File: src/rtl/fetch_pkg.sv
// Shared types and constants for the instruction fetch controller and its prefetch queue.
package fetch_pkg;

  typedef enum logic {
    RUN    = 1'b0,
    HALTED = 1'b1
  } fetch_state_e;

  typedef struct packed {
    logic [31:0] pc;
    logic [31:0] instr;
  } fetch_entry_t;

  localparam int FETCH_QDEPTH = 2;
  localparam int QCNT_W       = $clog2(FETCH_QDEPTH + 1);
  localparam logic [QCNT_W-1:0] QFULL = QCNT_W'(FETCH_QDEPTH);
  localparam logic [31:0] PC_STEP = 32'd4;

endpackage

File: src/rtl/fetch_queue.sv
// Two-entry prefetch FIFO of {pc, instr} pairs; flush overrides push and pop.
module fetch_queue
  import fetch_pkg::*;
(
  input  logic              clk_i,
  input  logic              rst_i,
  input  logic              push,
  input  logic              pop,
  input  logic              flush,
  input  fetch_entry_t      din,
  output logic [QCNT_W-1:0] count,
  output fetch_entry_t      head
);

  fetch_entry_t mem [FETCH_QDEPTH];
  logic         rd_ptr;
  logic         wr_ptr;

  always_ff @(posedge clk_i) begin
    if (rst_i || flush) begin
      count  <= '0;
      rd_ptr <= 1'b0;
      wr_ptr <= 1'b0;
    end else begin
      if (push) begin
        mem[wr_ptr] <= din;
        wr_ptr      <= ~wr_ptr;
      end
      if (pop) begin
        rd_ptr <= ~rd_ptr;
      end
      count <= count + QCNT_W'(push) - QCNT_W'(pop);
    end
  end

  // Storage is never reset, so the head is gated to keep outputs clean when empty.
  assign head = (count != '0) ? mem[rd_ptr] : '0;

endmodule

File: src/rtl/instr_fetch_ctrl.sv
// Fetch sequencer: owns the PC, addresses the combinational ROM and feeds decode via the prefetch queue.
//   state  | meaning
//   RUN    | fetching one instruction per cycle while the queue has room
//   HALTED | PC frozen, no fetches; queued entries still drain to decode
module instr_fetch_ctrl
  import fetch_pkg::*;
#(
  parameter int          ADDR_WIDTH = 10,
  parameter int          DATA_WIDTH = 32,
  parameter logic [31:0] RESET_PC   = 32'h0000_0000
) (
  input  logic                  clk_i,
  input  logic                  rst_i,
  output logic [ADDR_WIDTH-1:0] imem_addr_o,
  input  logic [DATA_WIDTH-1:0] imem_data_i,
  input  logic                  redirect_i,
  input  logic [31:0]           redirect_pc_i,
  input  logic                  halt_i,
  output logic                  valid_o,
  input  logic                  ready_i,
  output logic [DATA_WIDTH-1:0] instr_o,
  output logic [31:0]           pc_o,
  output logic                  halted_o
);

  fetch_state_e      state_q, state_d;
  logic [31:0]       pc_q, pc_d;
  logic              push, pop;
  logic [QCNT_W-1:0] q_count;
  fetch_entry_t      q_din, q_head;

  always_ff @(posedge clk_i) begin
    if (rst_i) begin
      state_q <= RUN;
      pc_q    <= RESET_PC;
    end else begin
      state_q <= state_d;
      pc_q    <= pc_d;
    end
  end

  assign pop = valid_o && ready_i;

  always_comb begin
    state_d = state_q;
    pc_d    = pc_q;
    push    = 1'b0;
    case (state_q)
      RUN: begin
        if (!redirect_i && halt_i) state_d = HALTED;
        push = !redirect_i && ((q_count < QFULL) || pop);
      end
      HALTED: begin
        if (redirect_i) state_d = RUN;
      end
      default: state_d = RUN;
    endcase
    // Redirect beats fetch; the low two target bits are dropped to keep word alignment.
    if (redirect_i) begin
      pc_d = redirect_pc_i & ~32'h3;
    end else if (push) begin
      pc_d = pc_q + PC_STEP;
    end
  end

  assign q_din.pc    = pc_q;
  assign q_din.instr = imem_data_i;

  fetch_queue u_queue (
    .clk_i (clk_i),
    .rst_i (rst_i),
    .push  (push),
    .pop   (pop),
    .flush (redirect_i),
    .din   (q_din),
    .count (q_count),
    .head  (q_head)
  );

  assign imem_addr_o = pc_q[ADDR_WIDTH-1:0];
  assign valid_o     = (q_count != '0);
  assign instr_o     = q_head.instr[DATA_WIDTH-1:0];
  assign pc_o        = q_head.pc;
  assign halted_o    = (state_q == HALTED);

endmodule

File: config.mk
export PLATFORM = sky130hd
export DESIGN_NAME = instr_fetch_ctrl
export DESIGN_NICKNAME = d
export VERILOG_FILES = /design/src/rtl/fetch_pkg.sv /design/src/rtl/fetch_queue.sv /design/src/rtl/instr_fetch_ctrl.sv
export SDC_FILE = /design/constraint.sdc
export NUM_CORES = 1
export LEC_CHECK = 0
export ABC_AREA = 1
export BUFFER_PORTS_ARGS = -buffer_cell sky130_fd_sc_hd__buf_4
export CORE_MARGIN = 1
export CORE_UTILIZATION = 56
export DETAILED_ROUTE_END_ITERATION = 10
export PLACE_DENSITY_LB_ADDON = 0.2
export SLEW_MARGIN = 10
export SYNTH_ARGS = -nofsm -noshare
export SYNTH_HDL_FRONTEND = slang
export SYNTH_HIERARCHICAL = 1
export SYNTH_SLANG_ARGS = --single-unit
File: constraint.sdc
create_clock -name clk_i -period 7.7 [get_ports clk_i]
set_input_delay 0.385 -clock clk_i [delete_from_list [all_inputs] [get_ports clk_i]]
set_output_delay 0.385 -clock clk_i [all_outputs]
set_load 0.01 [all_outputs]
# Yosys cells after proc, flatten, opt, wreduce, memory -nomap -nowiden
# Memory sizes are Yosys's and may differ from the RTL's. A register that Yosys moved wholly into a read port is not among the register bits.
# Index checks and enable logic that the tools add are counted.
dict set report totals {
  register_bits 37
  mem_bits_rw 128
  out_inout_bits 76
  memories 1
}
dict set report op_classes {
  n_addsub 3
  magnitude_cmp 1
  n_mux 12
  bitwise_logic 3
  n_reduce_logical 9
}
# name depth width read_ports rd_clocked_by_memory_dff write_ports line_no
set memory_table {}
lappend memory_table {u_queue.mem 2 64 1 1 1 fetch_queue.sv:15} ;# fetch_entry_t mem [FETCH_QDEPTH];
# cell n
set ops {}
lappend ops {{two-way mux 32 bit} 2}
lappend ops {{two-way mux 64 bit} 1}
lappend ops {{adder 32 x 3 -> 32 bit, second input constant} 1}
lappend ops {{two-way mux 1 bit} 8}
lappend ops {{nonzero test 2 bit} 2}
lappend ops {{logical AND 1 bit} 3}
lappend ops {{NOT 1 bit} 3}
lappend ops {{adder 2 x 1 -> 2 bit} 1}
lappend ops {{logical OR 1 bit} 2}
lappend ops {{less-than comparator 2 bit, second input constant} 1}
lappend ops {{case mux 1 bit (2 select lines)} 1}
lappend ops {{OR reduction 2 bit} 1}
lappend ops {{subtractor 2 x 1 -> 2 bit} 1}
lappend ops {{zero test 1 bit} 1}

# Longest topological paths before layout
# Gate-level depths: netlist of the first run.
dict set report depth {
  word_depth 8
  ltp_mapped 11
  mapped_depth_nobuf 9
}

# Cells and area by module
# The synthesis of the first run kept the hierarchy.
# mod n_inst cells_per_inst area_per_inst_um2 seq_area_each_um2
set modules_own_cells {}
lappend modules_own_cells {fetch_queue 1 372 5295.1 3943.8}
lappend modules_own_cells {instr_fetch_ctrl 1 386 2344.7 620.6}

# Least setup slack after synthesis of the first run
# No wires, ideal clock.
dict set report synth_path {
  path_type {input-to-reg}
  startpoint {input port redirect_i}
  endpoint {memory u_queue/mem[1][0] (netlist name), enable pin}
  setup_time_ps 565
  arrival_ps 5427
  path_slack_ps 1708
  path_stages 7
  path_buffers 2
  cell_sequence {buf_2 nor2_4 o21ai_4 inv_2 buf_6 inv_1 nor3_1}
}
dict set report synth_via {
  elab_chain_cells 6
}
# item line_no
set synth_lines {}
lappend synth_lines {{start, declared} instr_fetch_ctrl.sv:16} ;# input logic redirect_i,
lappend synth_lines {{zero test 1 bit} instr_fetch_ctrl.sv:51} ;# push = !redirect_i && ((q_count < QFULL) || pop);
lappend synth_lines {{logical AND 1 bit} instr_fetch_ctrl.sv:51}
lappend synth_lines {{two-way mux 1 bit} instr_fetch_ctrl.sv:48} ;# case (state_q)
lappend synth_lines {{via push} instr_fetch_ctrl.sv:28} ;# logic push, pop;
lappend synth_lines {{two-way mux 1 bit} fetch_queue.sv:25} ;# if (push) begin
lappend synth_lines {{two-way mux 1 bit} fetch_queue.sv:20} ;# if (rst_i || flush) begin
lappend synth_lines {{two-way mux 1 bit (not written as such)} fetch_queue.sv:26} ;# mem[wr_ptr] <= din;
lappend synth_lines {{end, declared} fetch_queue.sv:15}
# The timed path passes the listed nets, and every way through them passes these cells.

==> results of run 1 <==
## routing by layer
metal	share of wire (%)	up-vias
met4	0.99	0
met1	42	2667
li1	-	2763
met5	0	-
met3	5.2	16
met2	52	181
## worst max-delay path by stage
stage                    start                           to  slack, ns  cells past startpoint
floorplan           redirect_i  u_queue/mem[1][0]$_DFFE_PP_       1.71                      7
detailed placement  redirect_i  u_queue/mem[0][8]$_DFFE_PP_       4.93                      7
global route              flop                  instr_o[18]       4.52                      5
finish                    flop                     pc_o[26]       4.77                      5
CTS                       flop                  instr_o[18]       4.67                      5
global placement    redirect_i  u_queue/mem[0][6]$_DFFE_PP_       4.94                      7
## per-stage QoR
step | power (mW) | area (um2) | worst slack, ns
after detailed placement | 1.24 | 8660 | 4.93
final | 2.04 | 9240 | 4.77
after CTS | 2.05 | 9240 | 4.67
after global placement | 1.23 | 8660 | 4.94
after global routing | 2.11 | 9240 | 4.52
after floorplan | 1.15 | 7660 | 1.71
## power breakdown
part | switching (mW) | leakage (nW) | total (mW) | internal, mW
sequential | 0.0238 | 1.46 | 1.01 | 0.983
clock | 0.318 | 0.282 | 0.822 | 0.504
combinational | 0.122 | 1.80 | 0.211 | 0.0889
total | 0.463 | 3.54 | 2.04 | 1.58
## kinds of logic after synthesis
kind of cell / Yosys count
AND/OR/NAND/NOR: 344
XOR/XNOR: 4
adder cells (fa/ha/maj): 3
AO/OA/AOI/OAI: 133
buffers and inverters: 109
flip-flops: 164
other: 1
## final cells by class
type	count	area, um2
well taps	176	220
multi-input cells	490	2530
repair buffers	145	1090
clock inverters	12	138
fillers	1012	4060
flip-flops and latches	164	4570
clock buffers	20	437
inverters	69	259
## state kept, by name (all words and copies together), names as in the netlist, named ones only
register and flops:
halted_o 1, pc_q 30, u_queue/count 2, u_queue/mem 128, u_queue/rd_ptr 1, u_queue/wr_ptr 1
## worst max-delay path: cells and delay by family, from the launching register on
family	cells	cell delay (ns)
compound gates	1	0.07
flops	1	0.31
buf+inv	3	1.40
simple gates	1	0.28
## layout by cell type (no fill, tap or decap), types with 2 or more instances in the layout
cell	count
sky130_fd_sc_hd__nor2_1	32
sky130_fd_sc_hd__and2_1	3
sky130_fd_sc_hd__inv_1	66
sky130_fd_sc_hd__a21oi_1	29
sky130_fd_sc_hd__nand3_1	37
sky130_fd_sc_hd__nand3b_1	2
sky130_fd_sc_hd__clkinv_1	4
sky130_fd_sc_hd__nor2_2	5
sky130_fd_sc_hd__clkbuf_1	3
sky130_fd_sc_hd__edfxtp_1	128
sky130_fd_sc_hd__clkinv_4	2
sky130_fd_sc_hd__inv_2	3
sky130_fd_sc_hd__ha_1	3
sky130_fd_sc_hd__nand2_1	243
sky130_fd_sc_hd__clkbuf_16	17
sky130_fd_sc_hd__o21ai_0	28
sky130_fd_sc_hd__a21oi_2	61
sky130_fd_sc_hd__bufinv_16	3
sky130_fd_sc_hd__buf_4	145
sky130_fd_sc_hd__dfxtp_1	35
sky130_fd_sc_hd__clkinv_2	3
sky130_fd_sc_hd__a31oi_1	4
sky130_fd_sc_hd__xnor2_1	3
sky130_fd_sc_hd__o21ai_1	4
sky130_fd_sc_hd__nand2_4	3
sky130_fd_sc_hd__nand2_2	5
sky130_fd_sc_hd__nor2_4	11
sky130_fd_sc_hd__conb_1	6
==> impl_metrics.json, run 1 <==
{
  "worst_reg2reg_path_length_in_cells": 6,
  "cts_tree": "yes",
  "timing_worst_slew_pin_value_ns": 1.14,
  "numCtsBuffers": 17,
  "yosys.cell_count.top_type": "sky130_fd_sc_hd__nand2_1",
  "global_route.peak_usage_layer": "met2",
  "drc_errors": 0,
  "cellLeakagePower_nw": 3.54,
  "synth_seq_cells": 164,
  "grtUsageMet3_pct": 5.02,
  "dpl.hpwl_um": 10500,
  "synth.yosys.warnings": 6,
  "timing.fmax_mhz": 342,
  "setup_viol_count_final": 0,
  "max_slew_margin_pct": 23.9,
  "yosys-mux-area-fraction_pct": 0,
  "firstDrtPassIters": 5,
  "period_share_pct": 38.0,
  "fin_skew_ns": 0.00793,
  "die_height_um": 119,
  "diodes": 0,
  "ctsHoldBuffers": 0,
  "syn_to_final_growth_pct": 20.9,
  "first_global_vias": 5499,
  "timing.critical_path.to_type": "output port",
  "worst_supply_voltage_drop_on_vdd_v": 0.000158,
  "cp.required_ns": 7.32,
  "core_area_mm2": 0.0133,
  "cap_violations": 0,
  "insertion_delay_ns": 0.42,
  "floorplan.rows": 42,
  "compound_cell_area_share_of_the_yosys_netlist_pct": 12.1,
  "cts_root_buffer": "sky130_fd_sc_hd__clkbuf_16",
  "synth_top_family_by_area": "simple AND/OR/NAND/NOR gates",
  "gr-total-overflow": 0,
  "post-place-cells": 1044,
  "crit_fanout": 65,
  "ctsHtreeMaxLevel": 4,
  "io_buffers": 140,
  "timing.hold.worst.class": "input pin to flop",
  "totalWireLength_um": 16500,
  "detailroute.via_count": 5627,
  "ys_top_cells_by_area": "sky130_fd_sc_hd__edfxtp_1 (50%), sky130_fd_sc_hd__nand2_1 (12%), sky130_fd_sc_hd__dfxtp_1 (9.4%)",
  "synth_commonest_cells": "sky130_fd_sc_hd__nand2_1 (243), sky130_fd_sc_hd__edfxtp_1 (128), sky130_fd_sc_hd__inv_1 (66)",
  "postCtsResizedCells": 0,
  "start_kind": "flop",
  "critical_path.max_stage_delay_ns": 0.65,
  "avgRoutedWirePerCell_um": 15.3,
  "final.hold.worst_slack_ns": 0.153,
  "timing.reg2reg.setup_slack_ns": 5.16,
  "grt_use_met1_pct": 30.0,
  "synthDominantCellAreaShare_pct": 50.3,
  "synthXorXnorAreaFrac_pct": 0.459,
  "rsz0062_at_grt": "false",
  "hold_path_start": "imem_data_i[24]",
  "critical_path_class": "flop to output port",
  "antenna_left": 0,
  "post_synth_inst_count": 758,
  "max-clock-path-buffers": 2,
  "global_route.usage.met2_pct": 42.7,
  "crit_path_top_delay_cell": "sky130_fd_sc_hd__inv_2",
  "final-hold-violation-count": 0,
  "crit-reg2reg-capture": "u_queue/mem[0][6]$_DFFE_PP_",
  "postSynth.topFlopCell": "sky130_fd_sc_hd__edfxtp_1",
  "vias_per_cell": 5.23,
  "detail_route.iter0.violations": 457,
  "power.density_mw_per_mm2": 221,
  "synth_largest_area_cell": "sky130_fd_sc_hd__edfxtp_1",
  "finalMaxSlewViolations": 0,
  "grt_pass1_wl_um": 26400,
  "yosysSeqAreaShare_pct": 59.7,
  "grt.total_usage_pct": 24.3,
  "hold-path-cell-count": 1,
  "boundaryPins": 145,
  "synth_simple_gate_area_share_pct": 19.6,
  "path_cells": "buf_4, inv_2, nand2_1, a21oi_2, buf_4",
  "fin_util_pct": 69.5,
  "initial_cell_density_of_the_core_pct": 57.5,
  "synthesis.area_mm2": 0.00764,
  "syn-mean-instance-area_um2": 10.1,
  "synth_enable_flop_cells": 128,
  "crit_path_frequent_cell": "sky130_fd_sc_hd__buf_4",
  "grt_max_degree": 66,
  "cts.reportedPaths.clkPinSlew_ns": 0.06,
  "die_area_mm2": 0.0141,
  "ys_async_sr_fraction_pct": 0,
  "synth_cell_type_count": 36,
  "post-cts-setup-buffer-count": 0,
  "finalNetCount": 959,
  "critical_path_arrival_ns": 2.54,
  "synth_fa_ha_area_share_pct": 0.491,
  "clock_sinks": 164,
  "grt_antenna_before_repair": 0,
  "place_congestion": 0.882,
  "finalSetupTns_ns": 0,
  "outcome": "complete, no violations",
  "hold_end": "u_queue/mem[1][24]$_DFFE_PP_",
  "stdcell_count": 1076,
  "final_layout_size_suffix_gt1_share_pct": 29.1,
  "floorplan.die.width_um": 119,
  "r2r-start": "u_queue/count[1]$_SDFF_PP0_",
  "finalWorstPathRequiredPeriod_ns": 2.93
}
Power figures use the tool's default switching activity.
==> inputs of run 2 (changes only) <==
- CORE_UTILIZATION: 56 -> 50
- clock period: 7.7 -> 2.6 ns (I/O delays scaled with it)
==> run 2 against run 1 <==
  * The run now ends with DRC left
  * Largest power group unchanged
  * Combinational power rose to 3.3 times the previous value
  * Power increased to 3.2 times the previous value
  * Global-route usage is 1.7 points lower
  * Die area rose by 12%
  * Clock power rose to 3.4 times the previous value
  * Clock skew grew 0.0014 ns
==> impl_metrics.json, run 2 (same netlist as run 1, synthesis figures left out) <==
{
  "outcome": "finished, violations left",
  "failed_checks": "DRC",
  "crit-reg2reg-capture": "u_queue/count[1]$_SDFF_PP0_",
  "dpl.hpwl_um": 10800,
  "numCtsBuffers": 17,
  "cts.reportedPaths.clkPinSlew_ns": 0.06,
  "finalWorstPathRequiredPeriod_ns": 2.01,
  "critical_path_class": "flop to output port",
  "worst_supply_voltage_drop_on_vdd_v": 0.000489,
  "layout.cells.most_common": "sky130_fd_sc_hd__nand2_1",
  "cts_tree": "yes",
  "totalWireLength_um": 17300,
  "max_flop_register": "u_queue/mem",
  "pre_cts_slack_ns": 0.831,
  "timing.hold.worst.class": "input pin to flop",
  "max_slew_margin_pct": 50.6,
  "hold_path_start": "redirect_pc_i[7]",
  "timing.reg2reg.setup_slack_ns": 0.80,
  "r2r-start": "u_queue/count[1]$_SDFF_PP0_",
  "die_height_um": 126,
  "floorplan.die.width_um": 126,
  "detailroute.via_count": 5727,
  "boundaryPins": 145,
  "layout_setup_ws_ns": 0.592,
  "setup_viol_count_final": 0,
  "grt_pass1_wl_um": 27600,
  "detail_route.iter0.violations": 536,
  "grt_max_degree": 65,
  "syn_to_final_growth_pct": 28.4,
  "largestRegisters": "u_queue/mem: 128 flops, pc_q: 30 flops, u_queue/count: 2 flops",
  "crit_path_top_delay_cell": "sky130_fd_sc_hd__buf_4",
  "finalNetCount": 1001,
  "wl_met3_um": 965,
  "rsz0062_at_grt": "false",
  "cellLeakagePower_nw": 3.77,
  "antenna_left": 0,
  "cp.required_ns": 2.47,
  "met2_wirelength_um": 8620,
  "period_share_pct": 77.2,
  "start_kind": "flop",
  "grt.total_usage_pct": 22.6,
  "worst_reg2reg_path_length_in_cells": 9,
  "timing.fmax_mhz": 498,
  "top_layer": "met4",
  "final_layout_size_suffix_gt1_share_pct": 29.1,
  "critical_path.max_stage_delay_ns": 0.41,
  "gr-total-overflow": 0,
  "floorplan.rows": 44,
  "io_buffers": 140,
  "final-hold-violation-count": 0,
  "insertion_delay_ns": 0.42,
  "timing.critical_path.to_type": "output port",
  "cts_root_buffer": "sky130_fd_sc_hd__clkbuf_16",
  "cp_num_buf_inv": 2,
  "drc_errors": 12,
  "clock_sinks": 164,
  "max-clock-path-buffers": 2,
  "firstDrtPassIters": 10,
  "ctsHtreeMaxLevel": 4,
  "critical_path_arrival_ns": 1.88,
  "die_area_mm2": 0.0158,
  "worst_path_dominant_cell_family": "buffers and inverters",
  "p_total_mw": 6.48,
  "fin_skew_ns": 0.00930,
  "avgRoutedWirePerCell_um": 15.3,
  "crit_path_frequent_cell": "sky130_fd_sc_hd__buf_4",
  "core_area_mm2": 0.0147,
  "vias_per_cell": 5.09,
  "hold-path-cell-count": 3,
  "power.density_mw_per_mm2": 660,
  "route.layer.met1.wl_um": 7410,
  "timing_worst_slew_pin_value_ns": 0.741,
  "hold_end": "pc_q[7]$_SDFFE_PP0P_",
  "first_global_vias": 5733,
  "finalMaxSlewViolations": 0,
  "place_congestion": 0.861,
  "largest_reg_flops": 128,
  "crit_fanout": 18,
  "diodes": 0,
  "grt_antenna_before_repair": 0,
  "initial_cell_density_of_the_core_pct": 52.0,
  "most-common-layout-cells": "sky130_fd_sc_hd__nand2_1 (243), sky130_fd_sc_hd__buf_4 (144), sky130_fd_sc_hd__edfxtp_1 (128)",
  "cap_violations": 0,
  "path_cells": "nor2_8, buf_4, a21oi_1, buf_4"
}
[run 2: what timing repair did]
| action | in CTS | in global routing |
|---|---|---|
| buffers inserted | 0 | 0 |
| hold buffers | 39 | 0 |
| endpoints found under the hold margin | 71 | 0 |
| resized for setup | 0 | 0 |
[run 2: metal layers]
layer	GRT usage (%)	vias to the layer above
met1	28.4	2668
li1	-	2853
met5	0	-
met3	3.99	23
met2	38.6	183
met4	9.54	0
[run 2: area by class of cell]
type                    instances  area [um2]
well taps                     184         230
flip-flops and latches        164        4570
fillers                      1104        4890
inverters                      69         259
multi-input cells             490        2530
clock inverters                13         231
repair buffers                187        1550
clock buffers                  19         433
[run 2: through the flow]
step           cell area [um2]  hold WS [ns]  utilization, %  setup TNS [ns]  std cells
2_1_floorplan             7680         0.229               -          -15.84        763
3_3_place_gp              8750         0.316            59.5               0       1055
3_5_place_dp              8750         0.319            59.5               0       1055
4_1_cts                   9810       0.00157            66.7               0       1126
5_1_grt                   9810        0.0167            66.7               0       1126
6_report                  9810        0.0160            66.7               0       1126
[run 2: where the power goes]
part	switching [mW]	internal (mW)	total (mW)
Combinational	0.383	0.311	0.694
Clock	1.00	1.80	2.80
Sequential	0.0692	2.91	2.98
Total	1.45	5.02	6.48
[run 2: worst register-to-register path: cells and delay by family (launching register included)]
family / cells / cell delay [ns]
compound gates: 2 / 0.40
fa+ha+maj: 1 / 0.25
buf+inv: 4 / 0.48
flops: 1 / 0.42
simple gates: 2 / 0.14
[run 2: how the worst max path moves through the flow]
stage | startpoint | depth (start not counted) | slack (ns) | end
floorplan | halted_o$_SDFF_PP0_ | 6 | -0.25 | u_queue/mem[1][0]$_DFFE_PP_
global placement | redirect_i | 7 | 0.90 | u_queue/mem[1][5]$_DFFE_PP_
detailed placement | u_queue/count[1]$_SDFF_PP0_ | 9 | 0.83 | u_queue/count[1]$_SDFF_PP0_
CTS | u_queue/count[0]$_SDFF_PP0_ | 4 | 0.58 | instr_o[2]
global route | flop | 4 | 0.48 | pc_o[14]
finish | u_queue/count[0]$_SDFF_PP0_ | 4 | 0.59 | instr_o[2]
